File: src/rtl/data_mem_ctrl_pkg.sv
// Shared types and sizes for the data-memory controller and its line storage.
package data_mem_ctrl_pkg;

  localparam int unsigned ADDR_W        = 16;
  localparam int unsigned DATA_W        = 16;
  localparam int unsigned LINES_DEFAULT = 16;

  typedef enum logic [1:0] {
    IDLE    = 2'd0,
    RD_WAIT = 2'd1,
    WR_WAIT = 2'd2,
    RESP    = 2'd3
  } state_t;

endpackage

File: src/rtl/data_mem_ctrl_dcache_array.sv
// Direct-mapped line storage: valid/tag/data arrays.
// Ports:
//   clk, rst                : clock, synchronous active-low reset (valid bits only)
//   rd_idx -> rd_valid/tag/data : combinational read port
//   wr_en, wr_idx, wr_tag, wr_data : synchronous write port (also sets valid)
module dcache_array
  import data_mem_ctrl_pkg::*;
#(
  parameter int unsigned LINES = LINES_DEFAULT,
  parameter int unsigned IDX_W = 4,
  parameter int unsigned TAG_W = 11
) (
  input  logic              clk,
  input  logic              rst,
  input  logic [IDX_W-1:0]  rd_idx,
  output logic              rd_valid,
  output logic [TAG_W-1:0]  rd_tag,
  output logic [DATA_W-1:0] rd_data,
  input  logic              wr_en,
  input  logic [IDX_W-1:0]  wr_idx,
  input  logic [TAG_W-1:0]  wr_tag,
  input  logic [DATA_W-1:0] wr_data
);

  logic [LINES-1:0]  valid;
  logic [TAG_W-1:0]  tags  [LINES];
  logic [DATA_W-1:0] words [LINES];

  // Only the valid bits are reset; tag/data contents are don't-care until valid.
  always_ff @(posedge clk) begin
    if (!rst) begin
      valid <= '0;
    end else if (wr_en) begin
      valid[wr_idx] <= 1'b1;
    end
  end

  always_ff @(posedge clk) begin
    if (wr_en) begin
      tags[wr_idx]  <= wr_tag;
      words[wr_idx] <= wr_data;
    end
  end

  assign rd_valid = valid[rd_idx];
  assign rd_tag   = tags[rd_idx];
  assign rd_data  = words[rd_idx];

endmodule

File: src/rtl/data_mem_ctrl.sv
// Memory-stage data cache controller: direct-mapped, one word per line,
// write-through without write-allocate, blocking on misses and stores.
// Ports:
//   clk, rst                         : clock, synchronous active-low reset
//   enable, wr, addr, data_in        : CPU request (held stable while stall=1)
//   data_out, stall                  : load data and pipeline hold
//   mem_req/mem_wr/mem_addr/mem_wdata: main-memory request, held until mem_ack
//   mem_rdata, mem_ack               : main-memory response
//   hit_cnt, miss_cnt                : saturating load hit/miss counters
module data_mem_ctrl
  import data_mem_ctrl_pkg::*;
#(
  parameter int unsigned LINES = LINES_DEFAULT
) (
  input  logic              clk,
  input  logic              rst,
  input  logic              enable,
  input  logic              wr,
  input  logic [ADDR_W-1:0] addr,
  input  logic [DATA_W-1:0] data_in,
  output logic [DATA_W-1:0] data_out,
  output logic              stall,
  output logic              mem_req,
  output logic              mem_wr,
  output logic [ADDR_W-1:0] mem_addr,
  output logic [DATA_W-1:0] mem_wdata,
  input  logic [DATA_W-1:0] mem_rdata,
  input  logic              mem_ack,
  output logic [15:0]       hit_cnt,
  output logic [15:0]       miss_cnt
);

  localparam int unsigned IDX_W = $clog2(LINES);
  localparam int unsigned TAG_W = ADDR_W - 1 - IDX_W;

  state_t            state;
  logic [DATA_W-1:0] rdata_q;

  logic [IDX_W-1:0]  rd_idx;
  logic              rd_valid;
  logic [TAG_W-1:0]  rd_tag;
  logic [DATA_W-1:0] rd_data;
  logic              arr_we;
  logic [DATA_W-1:0] arr_wdata;
  logic              hit;

  // mem_addr doubles as the captured request address for the wait states.
  logic [IDX_W-1:0]  cap_idx;
  logic [TAG_W-1:0]  cap_tag;
  assign cap_idx = mem_addr[IDX_W:1];
  assign cap_tag = mem_addr[ADDR_W-1:IDX_W+1];

  dcache_array #(
    .LINES (LINES),
    .IDX_W (IDX_W),
    .TAG_W (TAG_W)
  ) u_array (
    .clk      (clk),
    .rst      (rst),
    .rd_idx   (rd_idx),
    .rd_valid (rd_valid),
    .rd_tag   (rd_tag),
    .rd_data  (rd_data),
    .wr_en    (arr_we),
    .wr_idx   (cap_idx),
    .wr_tag   (cap_tag),
    .wr_data  (arr_wdata)
  );

  // Read port looks at the live address in IDLE, the captured one while waiting.
  always_comb begin
    rd_idx    = addr[IDX_W:1];
    arr_we    = 1'b0;
    arr_wdata = mem_rdata;
    if (state != IDLE) begin
      rd_idx = cap_idx;
    end
    if (state == RD_WAIT && mem_ack) begin
      arr_we = 1'b1;
    end
    // Store only refreshes a line that already holds this address.
    if (state == WR_WAIT && mem_ack && rd_valid && (rd_tag == cap_tag)) begin
      arr_we    = 1'b1;
      arr_wdata = mem_wdata;
    end
  end

  assign hit = rd_valid && (rd_tag == addr[ADDR_W-1:IDX_W+1]);

  // Hold and load-data paths are combinational so a hit completes in one cycle.
  always_comb begin
    stall    = 1'b0;
    data_out = '0;
    case (state)
      IDLE: begin
        if (enable && (wr || !hit)) begin
          stall = 1'b1;
        end
        if (enable && !wr && hit) begin
          data_out = rd_data;
        end
      end
      RD_WAIT, WR_WAIT: stall = 1'b1;
      RESP: begin
        if (enable && !wr && !mem_wr) begin
          data_out = rdata_q;
        end
      end
      default: ;
    endcase
  end

  // Controller FSM with registered memory-side outputs and counters.
  always_ff @(posedge clk) begin
    if (!rst) begin
      state     <= IDLE;
      mem_req   <= 1'b0;
      mem_wr    <= 1'b0;
      mem_addr  <= '0;
      mem_wdata <= '0;
      rdata_q   <= '0;
      hit_cnt   <= '0;
      miss_cnt  <= '0;
    end else begin
      case (state)
        IDLE: begin
          if (enable) begin
            if (wr) begin
              mem_req   <= 1'b1;
              mem_wr    <= 1'b1;
              mem_addr  <= addr & ~ADDR_W'(1);
              mem_wdata <= data_in;
              state     <= WR_WAIT;
            end else if (hit) begin
              if (hit_cnt != 16'hFFFF) hit_cnt <= hit_cnt + 16'd1;
            end else begin
              if (miss_cnt != 16'hFFFF) miss_cnt <= miss_cnt + 16'd1;
              mem_req   <= 1'b1;
              mem_wr    <= 1'b0;
              mem_addr  <= addr & ~ADDR_W'(1);
              mem_wdata <= data_in;
              state     <= RD_WAIT;
            end
          end
        end
        RD_WAIT: begin
          if (mem_ack) begin
            rdata_q <= mem_rdata;
            mem_req <= 1'b0;
            state   <= RESP;
          end
        end
        WR_WAIT: begin
          if (mem_ack) begin
            mem_req <= 1'b0;
            state   <= RESP;
          end
        end
        RESP: state <= IDLE;
        default: state <= IDLE;
      endcase
    end
  end

endmodule

File: config.mk
export PLATFORM = sky130hd
export DESIGN_NAME = data_mem_ctrl
export DESIGN_NICKNAME = d
export VERILOG_FILES = /design/src/rtl/data_mem_ctrl_pkg.sv /design/src/rtl/data_mem_ctrl_dcache_array.sv /design/src/rtl/data_mem_ctrl.sv
export SDC_FILE = /design/constraint.sdc
export NUM_CORES = 1
export LEC_CHECK = 0
export CAP_MARGIN = 10
export CORE_ASPECT_RATIO = 0.6
export CORE_UTILIZATION = 35
export DETAILED_ROUTE_END_ITERATION = 12
export HOLD_SLACK_MARGIN = 0.1
export PLACE_DENSITY = 0.5
export SETUP_SLACK_MARGIN = 0.05
export SLEW_MARGIN = 0
export SYNTH_ARGS = -nofsm -noshare
export SYNTH_HDL_FRONTEND = slang
export SYNTH_SLANG_ARGS = --single-unit
File: constraint.sdc
create_clock -name clk -period 9.15 [get_ports clk]
set_input_delay 2.745 -clock clk [delete_from_list [all_inputs] [get_ports clk]]
set_output_delay 2.745 -clock clk [all_outputs]
set_load 0.005 [all_outputs]
## Word level (Yosys, flattened, before mapping)

Memories as Yosys holds them, arrays and structs flattened.
Cells that the tools add are included.

- Register bits after elaboration: 100
- Bits in latches: 0
- Bits in writable memories: 432
- ROM bits: 0
- Word-level logic and storage cells: 85
- Memories kept: 2

- Add/subtract/negate cells: 2
- Multipliers: 0
- Divide/modulo/power cells: 0
- Magnitude comparators: 3
- Equality and inequality tests: 11
- Shift-type cells: 0
- Muxes and demuxes: 31
- Bitwise operators: 3
- Reduce and logical (&&, ||, !) cells: 24

Memories:

| name | depth | bits a word | read ports | clocked after memory_dff | write ports | line | source |
|---|---|---|---|---|---|---|---|
| u_array.words | 16 | 16 | 1 | 0 | 1 | data_mem_ctrl_dcache_array.sv:27 | `logic [DATA_W-1:0] words [LINES];` |
| u_array.tags | 16 | 11 | 1 | 0 | 1 | data_mem_ctrl_dcache_array.sv:26 | `logic [TAG_W-1:0] tags [LINES];` |

Operators with widths:

| kind | number |
|---|---|
| 16-bit 2-to-1 mux | 7 |
| 16-bit by 1-bit adder with 16-bit output (second input constant) | 2 |
| 16-bit inequality test (second input constant) | 2 |
| 16-bit one-hot mux with 2 select lines | 1 |
| 11-bit equality test | 2 |
| 16-bit OR | 1 |
| 1-bit 2-to-1 mux | 13 |
| 1-bit logical AND | 10 |
| 4-bit by 5-bit < comparator with 1-bit output (second input constant) | 2 |
| 5-bit AND reduction | 2 |
| 2-bit 2-to-1 mux | 4 |
| 2-bit one-hot mux with 3 select lines | 1 |
| 3-bit AND reduction | 2 |
| 1-bit binary-select mux with 4-bit select | 1 |
| 1-bit demux with 4-bit select | 1 |
| 2-bit equality test (second input constant) | 2 |
| 4-bit by 1-bit >= comparator with 1-bit output (second input constant) | 1 |
| 4-bit 2-to-1 mux | 1 |
| 2-bit inequality test (second input constant) | 2 |
| 1-bit one-hot mux with 2 select lines | 2 |
| 4-bit AND reduction | 1 |
| 2-bit nonzero test | 2 |
| 1-bit zero test | 3 |
| 3-bit inequality test (second input constant) | 1 |
| other kinds (7) | 8 |

## Longest topological paths before layout

- Depth in word-level cells: 10
- Gate-level depth with buffers: 16

## Modules after synthesis

From an unflattened synthesis, not the netlist that was laid out.

- Cells, all modules: 1279
- Area total of the unflattened synthesis: 21285.4 µm²

By module, submodules not included:

| module | times used | cells each | area an instance (µm²) | seq. area each (µm²) |
|---|---|---|---|---|
| dcache_array | 1 | 725 | 16807.4 | 13292.7 |
| data_mem_ctrl | 1 | 554 | 4478.0 | 1661.6 |

## Worst setup path after synthesis

No wires, ideal clock.

- Path kind: input to output
- From: in addr[3]
- To: out data_out[0]
- Arrival time: 5490 ps
- Required time: 6405 ps
- Setup slack: 915 ps
- Cell stages on the path: 12
- Cells stage by stage: mux2i_2 -> buf_4 -> buf_2 -> mux2i_1 -> mux2i_1 -> xor2_1 -> o211ai_1 -> o2111ai_1 -> nor4_4 -> nand3_2 -> clkbuf_1 -> o31ai_1

- Cells in the longest elaborated chain, start to end: 7

RTL lines:

| item | line | source |
|---|---|---|
| start: declaration | data_mem_ctrl.sv:19 | `input logic [ADDR_W-1:0] addr,` |
| 4-bit 2-to-1 mux (*) | data_mem_ctrl.sv:75 | `if (state != IDLE) begin` |
| memory read 16 x 11 bit or 1-bit binary-select mux with 4-bit select (tied branches) | -- |  |
| 11-bit equality test or 1-bit 2-to-1 mux (tied branches) | data_mem_ctrl.sv:88, data_mem_ctrl_dcache_array.sv:45 |  |
| 1-bit logical AND | data_mem_ctrl.sv:88 | `assign hit = rd_valid && (rd_tag == addr[ADDR_W-1:IDX_W+1]);` |
| 1-bit logical AND | data_mem_ctrl.sv:99 | `if (enable && !wr && hit) begin` |
| 16-bit 2-to-1 mux (*) | data_mem_ctrl.sv:99 |  |
| 16-bit one-hot mux with 2 select lines (*) | data_mem_ctrl.sv:94 | `case (state)` |
| end: declaration | data_mem_ctrl.sv:21 | `output logic [DATA_W-1:0] data_out,` |

Mark *: on every way between the ends. The rest lies on a longest branch, timed or not. The select of a mux whose other input is x is not followed.

## Worst setup path after layout

- From: in addr[3]
- To: out data_out[9]

Same word-level chain as after synthesis.

==> impl_metrics.csv <==
group,metric,value,unit
detailed_routing,postRouteAntennaNets,0,
detailed_routing,vias,13910,
cts,cts_made_buffers,51,
die,die_area,64720,um2
timing,setup_tns,0,ns
detailed_routing,drtIter0Drc,1320,
cts,cts_hold_buffers,0,
yosys,ys_seq_elements,531,
worst_setup_path,cp-end-kind,"primary output",
detailed_routing,wl_per_cell,24.01,um
yosys,syn-num-nets,1570,
detailed_routing,routed_wl,63080,um
die,die_w,327.8,um
min_path,hp-class,"reg2reg",
yosys,synthAdderAreaFrac,0.4491,%
yosys,synth_edf_count,432,
cts,clock-sinks,531,
worst_setup_path,crit_type,"in2out",
timing,setup_viol,0,
layout,nets,1805,
global_routing,grt_max_degree,72,
layout,drive_gt1_share,21.54,%
placed_design,io_buffers,133,
cts,cts_tree,"yes",
timing,setup_slack,0.05469,ns
cts,cts.reportedPaths.clkPinSlew,0.07,ns
yosys,synth.top_cell.area_share,58.21,%
timing,finalMaxSlewViolations,0,
die,initial_core_util,35.48,%
timing,period_share,99.40,%
pwr,p_total,7.388,mW
timing,hold_ws,0.4580,ns
timing,fmax,0.1099,GHz
layout,nFillCells,5540,
yosys,synth_top_family_by_area,"multiplexers",
timing,worst_pin_slew,1.123,ns
layout,multi_input_area,7259,um2
cts,cts_root_buf,"clkbuf_16",
run_status,status,"completed",
yosys,yosys-top-cells-area,"edfxtp_1 58%, dfxtp_1 8.9%, mux4_2 8.7%",
layout,area_growth,24.94,%
global_routing,antenna_found_initial,1,
yosys,syn_inst,1509,
worst_setup_path,arrival,6.35,ns
timing,rsz0062_at_grt,"yes",
worst_setup_path,critical_path.startpoint_type,"input port",
detailed_routing,drt-vias-per-instance,5.294,
timing,slew_headroom,25.16,%
cts,htreeDepth,2,
worst_setup_path,cp_max_fo,11,
pwr,p_leak,9.679,nW
job,maxCapViolations,0,
global_routing,first_global_vias,13480,
global_routing,grt-ovfl-total,0,
yosys,avgSynthCellArea,14.77,um2
global_routing,grt_pass1_wl,91390,um
timing,hold_violations,0,
yosys,ys_seq_area_share,67.10,%
placed_design,dp_hpwl,39020,um
detailed_routing,first_pass_iters,5,
timing,min_period,9.095,ns
cts,clkLatencyLatePin,0.59,ns
pwr,power_density,265.3,nW/um2
die,num_io_pins,136,
yosys,synth.distinct_cells,63,
die,num_rows,71,
layout,seq_area,14950,um2
global_routing,track_usage,19.32,%
worst_setup_path,cp_data_required_time,6.41,ns
die,die_h,197.5,um
cts,cts_max_path_buffers,3,
yosys,async_flop_share,0,%
layout,utilization,44.34,%
placed_design,post-place-ws,-0.5053,ns
yosys,synth_top_cell_by_area,"edfxtp_1",
yosys,synth.area.mux_share,14.41,%
pwr,ir_drop,0.0001376,V
yosys,synth_compound_area_share,5.597,%
timing,clock_skew,0.01334,ns
yosys,ys.flop_type,"edfxtp_1",
detailed_routing,drc_errors,0,
placed_design,gp_congestion,0.8429,
yosys,synth_xor_area_share,0.9993,%
die,core_area,62810,um2
yosys,synth-simple-area-share,9.404,%
yosys,netlist_area,22290,um2
yosys,yosysWarnings,0,
report_power, final:
group | leakage [nW] | internal, mW | switching, mW
clock network | 0.900 | 1.37 | 0.934
logic | 4.05 | 1.04 | 1.21
registers | 4.73 | 2.74 | 0.102
what timing repair did:
| action | in CTS | in global routing |
|---|---|---|
| endpoints found under the setup margin | 17 | 16 |
| cloned | 4 | 2 |
| setup buffers | 9 | 14 |
| pin swaps | 5 | 8 |
| gates resized for setup | 17 | 49 |
logic make-up (layout without fill, tap and decap cells):
group,Yosys count,in the layout
flops,531,531
simple gates,461,461
xor+xnor,22,22
fa+ha+maj,8,8
compound gates,192,192
other cells,1,2
mux,194,195
buf+inv,100,377
registers in the layout, summed over array words and instances (netlist names):
| signal | flops |
|---|---|
| mem_addr | 15 |
| u_array.valid | 16 |
| state | 2 |
| hit_cnt | 16 |
| mem_wr | 1 |
| miss_cnt | 16 |
| mem_wdata | 16 |
| u_array.tags | 176 |
| mem_req | 1 |
| u_array.words | 256 |
| rdata_q | 16 |
synthesized netlist by cell type (all sizes together), types with 2 or more instances:
cell type and n:
edfxtp 432, nand2 314, dfxtp 99, mux4 95, mux2i 80, a21oi 79, clkbuf 53, buf 38
o31ai 34, nand3 28, a32oi 27, mux2 19, nor2 19, nand2b 17, o21ai 16, nand4 13
xnor2 13, and2 11, inv 9, nor3 9, xor2 9, a22oi 8, and3 8, ha 8
or4 8, nor4 7, o211ai 7, and4 6, or3 6, nor2b 5, a211oi 4, a31oi 4
nand3b 3, nand4b 3, a21o 2, and3b 2, nor4b 2
layout make-up:
class | count | area share [%]
tap | 839 | 3.770
sequential | 531 | 53.70
clock inverter | 18 | 0.9391
multi-input combinational | 879 | 26.07
inverter | 9 | 0.1213
clock buffer | 78 | 5.689
antenna | 1 | 0.008987
timing repair buffer | 272 | 9.697
per-layer routing:
metal  track usage (%)  up-vias  wire (um)
met5                 0        -          0
met4             4.067        0       1149
met3             3.826       66       4355
met2             27.34      454      26520
li1                  -     6283          -
met1             30.28     7105      31060
through the flow:
stage	cell area, um2	std cells
6_report	27850	2627
5_1_grt	27840	2626
4_1_cts	27520	2610
3_5_place_dp	25440	2501
3_3_place_gp	25440	2501
2_1_floorplan	22290	1509
layout by cell type, fill, tap and decap left out, types with 9 or more instances in the layout:
cell / count
mux4_2: 87
clkbuf_16: 58
nand2_1: 310
clkbuf_8: 10
mux2i_1: 74
a21oi_4: 17
a32oi_1: 25
edfxtp_1: 432
buf_12: 10
nor3_1: 9
nand4_1: 13
nand2b_1: 17
nand3_1: 26
and2_1: 11
o21ai_0: 13
dlymetal6s2s_1: 16
clkdlybuf4s50_1: 112
nor2_1: 19
xnor2_1: 9
xor2_1: 9
buf_4: 116
a21oi_1: 62
mux2_2: 16
dfxtp_1: 99
clkbuf_1: 12
o31ai_1: 29
critical path, stage by stage:
cell,delay [ns]
dlygate4sd2_1,0.33
mux2i_4,0.22
buf_12,0.19
buf_4,0.20
and2_1,0.17
buf_4,0.14
a22oi_1,0.08
nand2_1,0.18
and4_1,0.27
nand4b_4,0.16
nor4_4,0.40
nand3_4,0.21
buf_12,0.22
buf_4,0.16
buf_4,0.14
o31ai_4,0.22
buf_6,0.14
dlymetal6s2s_1,0.12
worst paths after layout:
| check | startpoint | end | slack [ns] | depth (start not counted) |
|---|---|---|---|---|
| setup / recovery | addr[3] | data_out[9] | 0.05 | 18 |
| hold / removal | rdata_q[5] | rdata_q[5] | 0.46 | 2 |
| setup reg to reg | state[1] | u_array.tags[11][0] | 3.39 | 17 |
| hold reg to reg | rdata_q[5] | rdata_q[5] | 0.46 | 2 |
(Power assumes the default switching activity.)
